`src/rtl/mem_stage_lsu.sv`:
```
// MEM-stage load/store unit: store lane formatting, req/ready data-memory handshake,
// load extraction and MEM/WB registers. Define MEM_TIMEOUT_EN for the TIMEOUT-cycle bus watchdog.
module mem_stage_lsu #(
  parameter int ADDR_W  = 32,
  parameter int TIMEOUT = 255
) (
  input  logic              clk,
  input  logic              reset_n,
  input  logic              i_valid,
  input  logic              flush,
  input  logic [31:0]       i_ALU_out,
  input  logic [31:0]       i_Store_Data,
  input  logic [4:0]        i_rd,
  input  logic [31:0]       i_PC_plus_4,
  input  logic              i_RegWrite,
  input  logic              i_MemWrite,
  input  logic              i_MemRead,
  input  logic [1:0]        i_WDSel,
  input  logic [2:0]        i_DMType,
  output logic              stall_o,
  output logic              dmem_req,
  output logic              dmem_we,
  output logic [ADDR_W-1:0] dmem_addr,
  output logic [31:0]       dmem_wdata,
  output logic [3:0]        dmem_be,
  input  logic              dmem_ready,
  input  logic [31:0]       dmem_rdata,
  output logic              o_valid,
  output logic              o_RegWrite,
  output logic [4:0]        o_rd,
  output logic [1:0]        o_WDSel,
  output logic [31:0]       o_ALU_out,
  output logic [31:0]       o_Load_Data,
  output logic [31:0]       o_PC_plus_4,
  output logic              o_misaligned,
  output logic              o_bus_err
);

  typedef enum logic {IDLE, BUSY} state_e;
  state_e state_q;

  logic        mem_op, is_word, is_half, misaligned, mis_op, issue;
  logic        retire, discard, timeout_hit;
  logic [31:0] wdata_d, lane_sh, load_d;
  logic [3:0]  be_d;

  // Entry captured at issue so a flush that clears EX/MEM cannot corrupt the retire.
  logic [4:0]  pend_rd_q;
  logic        pend_rw_q, pend_store_q, flush_pend_q;
  logic [1:0]  pend_wdsel_q;
  logic [31:0] pend_alu_q, pend_pc4_q;
  logic [2:0]  pend_dmtype_q;

  assign mem_op     = i_valid & (i_MemRead | i_MemWrite);
  assign is_word    = (i_DMType == 3'b000);
  assign is_half    = (i_DMType == 3'b001) | (i_DMType == 3'b010);
  assign misaligned = (is_word & (i_ALU_out[1:0] != 2'b00)) | (is_half & i_ALU_out[0]);
  assign mis_op     = mem_op & misaligned;
  assign issue      = mem_op & ~misaligned & ~flush;

  assign retire  = (state_q == BUSY) & (dmem_ready | timeout_hit);
  assign discard = flush_pend_q | flush;
  assign stall_o = (state_q == IDLE) ? issue : ~retire;

  always_comb begin
    wdata_d = i_Store_Data;
    be_d    = 4'b1111;
    case (i_DMType)
      3'b011, 3'b100: begin
        wdata_d = {4{i_Store_Data[7:0]}};
        be_d    = 4'b0001 << i_ALU_out[1:0];
      end
      3'b001, 3'b010: begin
        wdata_d = {2{i_Store_Data[15:0]}};
        be_d    = i_ALU_out[1] ? 4'b1100 : 4'b0011;
      end
      default: ;
    endcase
  end

  assign lane_sh = dmem_rdata >> {pend_alu_q[1:0], 3'b000};

  always_comb begin
    load_d = lane_sh;
    case (pend_dmtype_q)
      3'b001:  load_d = {{16{lane_sh[15]}}, lane_sh[15:0]};
      3'b010:  load_d = {16'h0000, lane_sh[15:0]};
      3'b011:  load_d = {{24{lane_sh[7]}}, lane_sh[7:0]};
      3'b100:  load_d = {24'h000000, lane_sh[7:0]};
      default: ;
    endcase
    if (pend_store_q) load_d = '0;
  end

  always_ff @(posedge clk or negedge reset_n) begin
    if (!reset_n) begin
      state_q       <= IDLE;
      dmem_req      <= 1'b0;
      dmem_we       <= 1'b0;
      dmem_addr     <= '0;
      dmem_wdata    <= '0;
      dmem_be       <= '0;
      o_valid       <= 1'b0;
      o_RegWrite    <= 1'b0;
      o_rd          <= '0;
      o_WDSel       <= '0;
      o_ALU_out     <= '0;
      o_Load_Data   <= '0;
      o_PC_plus_4   <= '0;
      o_misaligned  <= 1'b0;
      pend_rd_q     <= '0;
      pend_rw_q     <= 1'b0;
      pend_store_q  <= 1'b0;
      pend_wdsel_q  <= '0;
      pend_alu_q    <= '0;
      pend_pc4_q    <= '0;
      pend_dmtype_q <= '0;
      flush_pend_q  <= 1'b0;
    end else begin
      o_valid      <= 1'b0;
      o_RegWrite   <= 1'b0;
      o_misaligned <= 1'b0;
      if (state_q == IDLE) begin
        if (issue) begin
          state_q       <= BUSY;
          dmem_req      <= 1'b1;
          dmem_we       <= i_MemWrite;
          dmem_addr     <= {i_ALU_out[ADDR_W-1:2], 2'b00};
          dmem_wdata    <= wdata_d;
          dmem_be       <= be_d;
          pend_rd_q     <= i_rd;
          pend_rw_q     <= i_RegWrite;
          pend_store_q  <= i_MemWrite;
          pend_wdsel_q  <= i_WDSel;
          pend_alu_q    <= i_ALU_out;
          pend_pc4_q    <= i_PC_plus_4;
          pend_dmtype_q <= i_DMType;
          flush_pend_q  <= 1'b0;
        end else begin
          o_valid      <= i_valid & ~flush;
          o_RegWrite   <= i_valid & ~flush & i_RegWrite & ~mis_op;
          o_misaligned <= ~flush & mis_op;
          o_rd         <= i_rd;
          o_WDSel      <= i_WDSel;
          o_ALU_out    <= i_ALU_out;
          o_PC_plus_4  <= i_PC_plus_4;
          o_Load_Data  <= '0;
        end
      end else if (retire) begin
        state_q     <= IDLE;
        dmem_req    <= 1'b0;
        dmem_we     <= 1'b0;
        o_valid     <= ~discard;
        o_RegWrite  <= ~discard & ~timeout_hit & pend_rw_q;
        o_rd        <= pend_rd_q;
        o_WDSel     <= pend_wdsel_q;
        o_ALU_out   <= pend_alu_q;
        o_PC_plus_4 <= pend_pc4_q;
        o_Load_Data <= timeout_hit ? 32'h0 : load_d;
      end else if (flush) begin
        flush_pend_q <= 1'b1;
      end
    end
  end

`ifdef MEM_TIMEOUT_EN
  localparam int CNT_W = ($clog2(TIMEOUT + 1) > 8) ? $clog2(TIMEOUT + 1) : 8;
  logic [CNT_W-1:0] cnt_q;
  logic             bus_err_q;

  // Fires in the BUSY cycle whose edge would bring the count up to TIMEOUT.
  assign timeout_hit = (state_q == BUSY) & ~dmem_ready & (cnt_q == CNT_W'(TIMEOUT - 1));
  assign o_bus_err   = bus_err_q;

  always_ff @(posedge clk or negedge reset_n) begin
    if (!reset_n) begin
      cnt_q     <= '0;
      bus_err_q <= 1'b0;
    end else begin
      bus_err_q <= timeout_hit & ~discard;
      if (state_q == IDLE) cnt_q <= '0;
      else if (!dmem_ready) cnt_q <= cnt_q + 1'b1;
    end
  end
`else
  // Watchdog compiled out: BUSY waits for dmem_ready indefinitely.
  assign timeout_hit = 1'b0 & (TIMEOUT > 0);
  assign o_bus_err   = 1'b0;
`endif

endmodule

```
`config.mk`:
```
export PLATFORM = sky130hd
export DESIGN_NAME = mem_stage_lsu
export DESIGN_NICKNAME = d
export VERILOG_FILES = /design/src/rtl/mem_stage_lsu.sv
export SDC_FILE = /design/constraint.sdc
export NUM_CORES = 1
export LEC_CHECK = 0
export BUFFER_PORTS_ARGS = -buffer_cell sky130_fd_sc_hd__buf_2
export CAP_MARGIN = 30
export CORE_ASPECT_RATIO = 0.75
export CORE_MARGIN = 3
export CORE_UTILIZATION = 56
export DETAILED_ROUTE_END_ITERATION = 12
export PLACE_DENSITY = 0.86
export SLEW_MARGIN = 20
export SYNTH_ARGS = -nofsm -noshare
export SYNTH_HDL_FRONTEND = slang
export SYNTH_SLANG_ARGS = --single-unit
```
`constraint.sdc`:
```
create_clock -name clk -period 3.4 [get_ports clk]
set_clock_uncertainty 0.2 [all_clocks]
set_input_delay 0.34 -clock clk [delete_from_list [all_inputs] [get_ports clk]]
set_output_delay 0.34 -clock clk [all_outputs]
set_load 0.01 [all_outputs]
```
==> results of run 1 <==
[worst reg2reg max path, stage by stage, from the launching register on]
cell      delay (ns)
dfrtp_4         0.52
nand2b_4        0.17
nor3_4          0.43
nand2_4         0.30
buf_12          0.30
mux2_1          0.42
[layer usage]
layer | vias to the layer above | share of wire (%)
li1 | 3686 | -
met1 | 4088 | 39
met2 | 410 | 49
met3 | 64 | 9.2
met4 | 2 | 2.7
met5 | - | 0.023
[synth_stat cells, types with 2 or more instances]
library cell / n
dfrtp_1: 222
mux2_2: 151
mux2_1: 97
o21ai_0: 46
mux2i_1: 42
buf_4: 37
nand2_1: 33
buf_2: 20
o2bb2ai_1: 19
a21oi_1: 18
clkbuf_1: 18
a22o_1: 16
o211ai_1: 14
buf_6: 13
nor2_1: 9
or3_1: 9
a31oi_1: 7
mux2_4: 7
inv_1: 6
nor2b_1: 4
nand4b_1: 3
xnor2_1: 3
and3b_1: 2
nor3b_2: 2
[layout make-up]
type / instances / area share [%]
clock buffer: 32 / 4.55
clock inverter: 7 / 0.330
inverter: 7 / 0.187
multi-input combinational: 504 / 33.3
sequential: 222 / 39.6
tap: 247 / 2.20
timing repair buffer: 435 / 19.8
[through the flow]
| step | area [sq um] | hold WS [ns] |
|---|---|---|
| floorplan | 10800 | -0.156 |
| global placement | 12400 | 0.240 |
| detailed placement | 12400 | 0.249 |
| CTS | 14000 | 0.00248 |
| global route | 14000 | 0.0280 |
| finish | 14000 | 0.0240 |
[what timing repair did]
item | in CTS | in global routing
endpoints found under the setup margin | 0 | 0
hold endpoints to repair | 239 | 0
hold buffers | 96 | 0
buffers inserted | 0 | 0
[power breakdown]
group / switching (mW) / internal [mW]
Clock: 1.01 / 1.31
Sequential: 0.371 / 3.22
Combinational: 1.21 / 1.15
Total: 2.60 / 5.67
[sequential cells by signal, indices dropped and copies added, names as in the netlist, 2 cells and up]
signal / count
o_rd: 5
o_WDSel: 2
pend_wdsel_q: 2
dmem_wdata: 32
pend_pc4_q: 32
pend_rd_q: 5
o_Load_Data: 32
o_ALU_out: 32
pend_alu_q: 32
o_PC_plus_4: 32
pend_dmtype_q: 3
dmem_be: 4
[worst min path at each step]
stage | from | end | slack, ns | cells after the start
final | i_Store_Data[11] | dmem_wdata[11] | 0.02 | 3
after global routing | dmem_ready | o_Load_Data[7] | 0.03 | 2
after floorplan | reset_n | dmem_be[0] | -0.16 | 0
after CTS | i_Store_Data[11] | dmem_wdata[11] | 0.002 | 3
after global placement | reset_n | o_PC_plus_4[16] | 0.24 | 1
after detailed placement | reset_n | o_PC_plus_4[16] | 0.25 | 1
[cell families after synthesis]
kind of cell / count (synthesis) / share of synthesized area (%)
simple gates: 71 / 3.84
xor+xnor: 4 / 0.324
buf+inv: 97 / 5.79
compound gates: 128 / 7.87
mux: 298 / 30.8
other cells: 1 / 0.0346
flops: 222 / 51.3
==> flow_metrics.env, run 1 <==
export IMPL_status="complete, no violations"
export IMPL_fillCellCount=1130
export IMPL_nets=1338
export IMPL_final_hold_violation_count=0
export IMPL_diodes=0
export IMPL_fp_dieW_um=167
export IMPL_end_kind="output port"
export IMPL_cts_root_buffer="clkbuf_16"
export IMPL_worstSkewPairLatency_ns=0.51
export IMPL_worstPathRequired_ns=2.86
export IMPL_grt_pass1_vias=8644
export IMPL_cpPeakStageDelay_ns=0.53
export IMPL_use_met2_pct=47.7
export IMPL_die_area_sq_um=21100
export IMPL_use_met3_pct=7.66
export IMPL_clock_path_buffers=3
export IMPL_place_ws_ns=0.871
export IMPL_drtIter0Drc=753
export IMPL_slew_headroom_pct=40.8
export IMPL_critical_path_depth=8
export IMPL_leakage_nw=6.62
export IMPL_drive_above_1_share_pct=45.2
export IMPL_async_flop_share_pct=100
export IMPL_stdcell_count=1454
export IMPL_crit_end="stall_o"
export IMPL_routedWlPerCell_um=20.9
export IMPL_critical_path_class="input pin to output port"
export IMPL_cts_sinks=222
export IMPL_ant_nets=0
export IMPL_place_inst=1318
export IMPL_drc_errors=0
export IMPL_cp_max_fo=18
export IMPL_vias_per_cell=5.67
export IMPL_vias=8250
export IMPL_cpMaxStageDelayCell="dlygate4sd3_1"
export IMPL_gp_congestion=0.844
export IMPL_dr_pass1_iters=5
export IMPL_synthCells=821
export IMPL_rsz0062_at_grt="false"
export IMPL_path_delay_family="buffers and inverters"
export IMPL_multiInputGateArea_sq_um=4670
export IMPL_numPortBuffers=320
export IMPL_synth_area_sq_um=10800
export IMPL_rows=43
export IMPL_ir_worst_vdd_uv=392
export IMPL_r2r_cells=5
export IMPL_final_common_cell="buf_2"
export IMPL_r2r_start="state_q"
export IMPL_grt_pass1_wl_um=47700
export IMPL_htree_levels=1
export IMPL_gr_usage_all_layers_pct=28.0
export IMPL_startpoint_type="input pin"
export IMPL_synth_top_area_share_pct=51.3
export IMPL_worst_slew_pin_slew_ns=0.885
export IMPL_finalSetupTns_ns=0
export IMPL_path_cells="dlygate4sd3_1 > buf_2 > a21boi_1 > o21ai_4 > a21oi_4 > buf_4 > inv_1 > buf_2"
export IMPL_cts_made_buffers=22
export IMPL_cp_buffers_inverters=5
export IMPL_hp_class="input pin to flop"
export IMPL_cts_tree="done"
export IMPL_cts_resized=0
export IMPL_synthTopCellsByArea="dfrtp_1, mux2_2, mux2_1"
export IMPL_antenna_found_initial=1
export IMPL_finalPower_mw=8.27
export IMPL_min_period_ns=2.90
export IMPL_clk_pin_slew_ns=0.06
export IMPL_dp_hpwl_um=19800
export IMPL_path_common_cell="buf_2"
export IMPL_maxCapViolCount=0
export IMPL_top_usage_layer="met2"
export IMPL_finalCritPeriodShare_pct=85.4
export IMPL_drt_wl_total_um=30400
export IMPL_r2r_slack_ns=0.93
export IMPL_yosys_warnings=0
export IMPL_grt_max_degree=103
export IMPL_ios=324
export IMPL_area_delta_synth_final_pct=29.6
export IMPL_synth_edf_count=0
export IMPL_slew_violations=0
export IMPL_setup_ws_ns=0.496
export IMPL_grtUsageMet1_pct=35.9
export IMPL_powerDensity_nw_per_um2=589
export IMPL_synth_cell_types=47
export IMPL_ys_flop_type="dfrtp_1"
export IMPL_ys_seq_elements=222
export IMPL_clock_fmax_mhz=344
export IMPL_seqCellArea_sq_um=5560
export IMPL_fp_coreArea_sq_um=18700
export IMPL_overflow=0
export IMPL_crit_path_start="i_ALU_out[0]"
export IMPL_final_cell_mix="buf_2, dfrtp_1, mux2_2"
export IMPL_start_util_pct=57.8
export IMPL_cp_arrival_ns=2.36
export IMPL_final_util_pct=75.0
export IMPL_yosysSeqAreaShare_pct=51.3
export IMPL_setup_viol=0
export IMPL_rr_endpoint="pend_alu_q[10]"
export IMPL_synth_area_leader_cell="dfrtp_1"
export IMPL_fp_dieH_um=126
export IMPL_avgSynthCellArea_sq_um=13.2
No activity file was read; power rests on OpenSTA's default activity.
==> run 2, diff against run 1 <==
--- a/config.mk
+++ b/config.mk
@@ -7,10 +7,10 @@
 export LEC_CHECK = 0
 export BUFFER_PORTS_ARGS = -buffer_cell sky130_fd_sc_hd__buf_2
-export CAP_MARGIN = 30
+export CAP_MARGIN = 0
 export CORE_ASPECT_RATIO = 0.75
 export CORE_MARGIN = 3
-export CORE_UTILIZATION = 56
+export CORE_UTILIZATION = 52
 export DETAILED_ROUTE_END_ITERATION = 12
-export PLACE_DENSITY = 0.86
+export PLACE_DENSITY = 0.8
 export SLEW_MARGIN = 20
 export SYNTH_ARGS = -nofsm -noshare
==> constraint.sdc (replaced) <==
create_clock -name clk -period 2.8 [get_ports clk]
set_clock_uncertainty 0.2 [all_clocks]
set_input_delay 0.56 -clock clk [delete_from_list [all_inputs] [get_ports clk]]
set_output_delay 0.56 -clock clk [all_outputs]
set_load 0.01 [all_outputs]
==> flow_metrics.env, run 2 (synthesis results as in run 1) <==
export IMPL_status="complete, no violations"
export IMPL_grt_pass1_wl_um=42600
export IMPL_finalPower_mw=10.1
export IMPL_clk_pin_slew_ns=0.06
export IMPL_r2r_slack_ns=0.45
export IMPL_finalSetupTns_ns=0
export IMPL_final_cell_mix="buf_2, dfrtp_1, mux2_2"
export IMPL_drc_errors=0
export IMPL_rsz0062_at_grt="false"
export IMPL_rows=45
export IMPL_gp_congestion=0.854
export IMPL_cts_sinks=222
export IMPL_critical_path_class="flop to output port"
export IMPL_vias=7687
export IMPL_hold_depth=2
export IMPL_drive_above_1_share_pct=49.5
export IMPL_grt_max_degree=70
export IMPL_cts_root_buffer="clkbuf_16"
export IMPL_fp_coreArea_sq_um=20300
export IMPL_dr_pass1_iters=4
export IMPL_r2r_start="state_q"
export IMPL_die_area_sq_um=22600
export IMPL_slew_headroom_pct=35.0
export IMPL_nets=1252
export IMPL_worstHoldStart="i_ALU_out[24]"
export IMPL_rr_endpoint="pend_alu_q[9]"
export IMPL_fp_dieH_um=131
export IMPL_routedWlPerCell_um=19.8
export IMPL_clock_path_buffers=3
export IMPL_dp_hpwl_um=19900
export IMPL_stdcell_count=1404
export IMPL_ant_nets=0
export IMPL_worstPathRequired_ns=2.04
export IMPL_clock_fmax_mhz=368
export IMPL_cts_made_buffers=22
export IMPL_worst_slew_pin_slew_ns=0.969
export IMPL_slew_violations=0
export IMPL_gr_usage_all_layers_pct=23.6
export IMPL_powerDensity_nw_per_um2=763
export IMPL_ios=324
export IMPL_hold_slack_ns=0.0820
export IMPL_maxCapViolCount=0
export IMPL_antenna_found_initial=3
export IMPL_min_period_ns=2.72
export IMPL_final_common_cell="buf_2"
export IMPL_seqCellArea_sq_um=5560
export IMPL_worstSkewPairLatency_ns=0.50
export IMPL_cp_arrival_ns=1.96
export IMPL_whs_endpoint="pend_alu_q[24]"
export IMPL_final_hold_violation_count=0
export IMPL_drt_wl_total_um=27800
export IMPL_place_inst=1362
export IMPL_multiInputGateArea_sq_um=4670
export IMPL_leakage_nw=6.31
export IMPL_overflow=0
export IMPL_start_util_pct=53.3
export IMPL_fp_dieW_um=173
export IMPL_htree_levels=1
export IMPL_grt_pass1_vias=7775
export IMPL_ir_worst_vdd_uv=525
export IMPL_fillCellCount=1510
export IMPL_setup_viol=0
export IMPL_cts_tree="done"
export IMPL_hp_class="input pin to flop"
export IMPL_end_kind="output port"
export IMPL_r2r_cells=6
export IMPL_area_delta_synth_final_pct=22.8
export IMPL_drtIter0Drc=483
export IMPL_final_util_pct=65.4
export IMPL_vias_per_cell=5.48
export IMPL_cp_max_fo=12
export IMPL_finalCritPeriodShare_pct=97.0
export IMPL_startpoint_type="flop"
export IMPL_numPortBuffers=320
run 2: area by class of cell:
class	instances	share of cell area [%]
Sequential cell	222	41.8
Multi-Input combinational cell	504	35.1
Timing Repair Buffer	349	14.4
Clock buffer	31	4.86
Tap cell	282	2.65
Clock inverter	8	0.903
Inverter	7	0.198
Antenna cell	1	0.0188
run 2: how the worst max path moves through the flow:
| stage | start | end | slack (ns) | cells past startpoint |
|---|---|---|---|---|
| floorplan | i_DMType[0] | stall_o | 0.51 | 6 |
| global placement | i_DMType[0] | dmem_wdata[22] | 0.19 | 5 |
| detailed placement | i_DMType[0] | dmem_wdata[20] | 0.16 | 5 |
| CTS | state_q | stall_o | 0.06 | 5 |
| global route | state_q | stall_o | 0.0001 | 5 |
| finish | state_q | stall_o | 0.08 | 5 |
run 2: critical path, cell delays in order, from the launching register on:
cell and delay (ns):
dfrtp_4 0.58, nand2b_4 0.19, nor3_4 0.24, a21oi_4 0.11, inv_1 0.17, buf_2 0.16
run 2: timing repair:
item / in CTS / in global routing
setup endpoints to repair: 1 / 0
gates resized for setup: 0 / 0
hold buffers: 1 / 0
buffers inserted: 1 / 0
hold endpoints to repair: 49 / 0
run 2: metrics by stage:
stage | area [sq um] | setup slack [ns]
3_5_place_dp | 12500 | 0.159
3_3_place_gp | 12500 | 0.189
2_1_floorplan | 10800 | 0.510
5_1_grt | 13300 | 0.000120
4_1_cts | 13300 | 0.0648
6_report | 13300 | 0.0847
run 2: power breakdown:
group | leakage [nW] | switching (mW) | internal [mW]
sequential | 2.70 | 0.426 | 3.91
clock | 0.371 | 1.23 | 1.88
combinational | 3.24 | 1.38 | 1.31
total | 6.31 | 3.03 | 7.10
run 2: layer usage:
metal | vias up | wire length (um) | GRT usage [%]
li1 | 3514 | - | -
met1 | 3819 | 12000 | 31.7
met2 | 311 | 12900 | 38.2
met3 | 39 | 2310 | 7.05
met4 | 4 | 595 | 6.01
met5 | - | 25 | 0
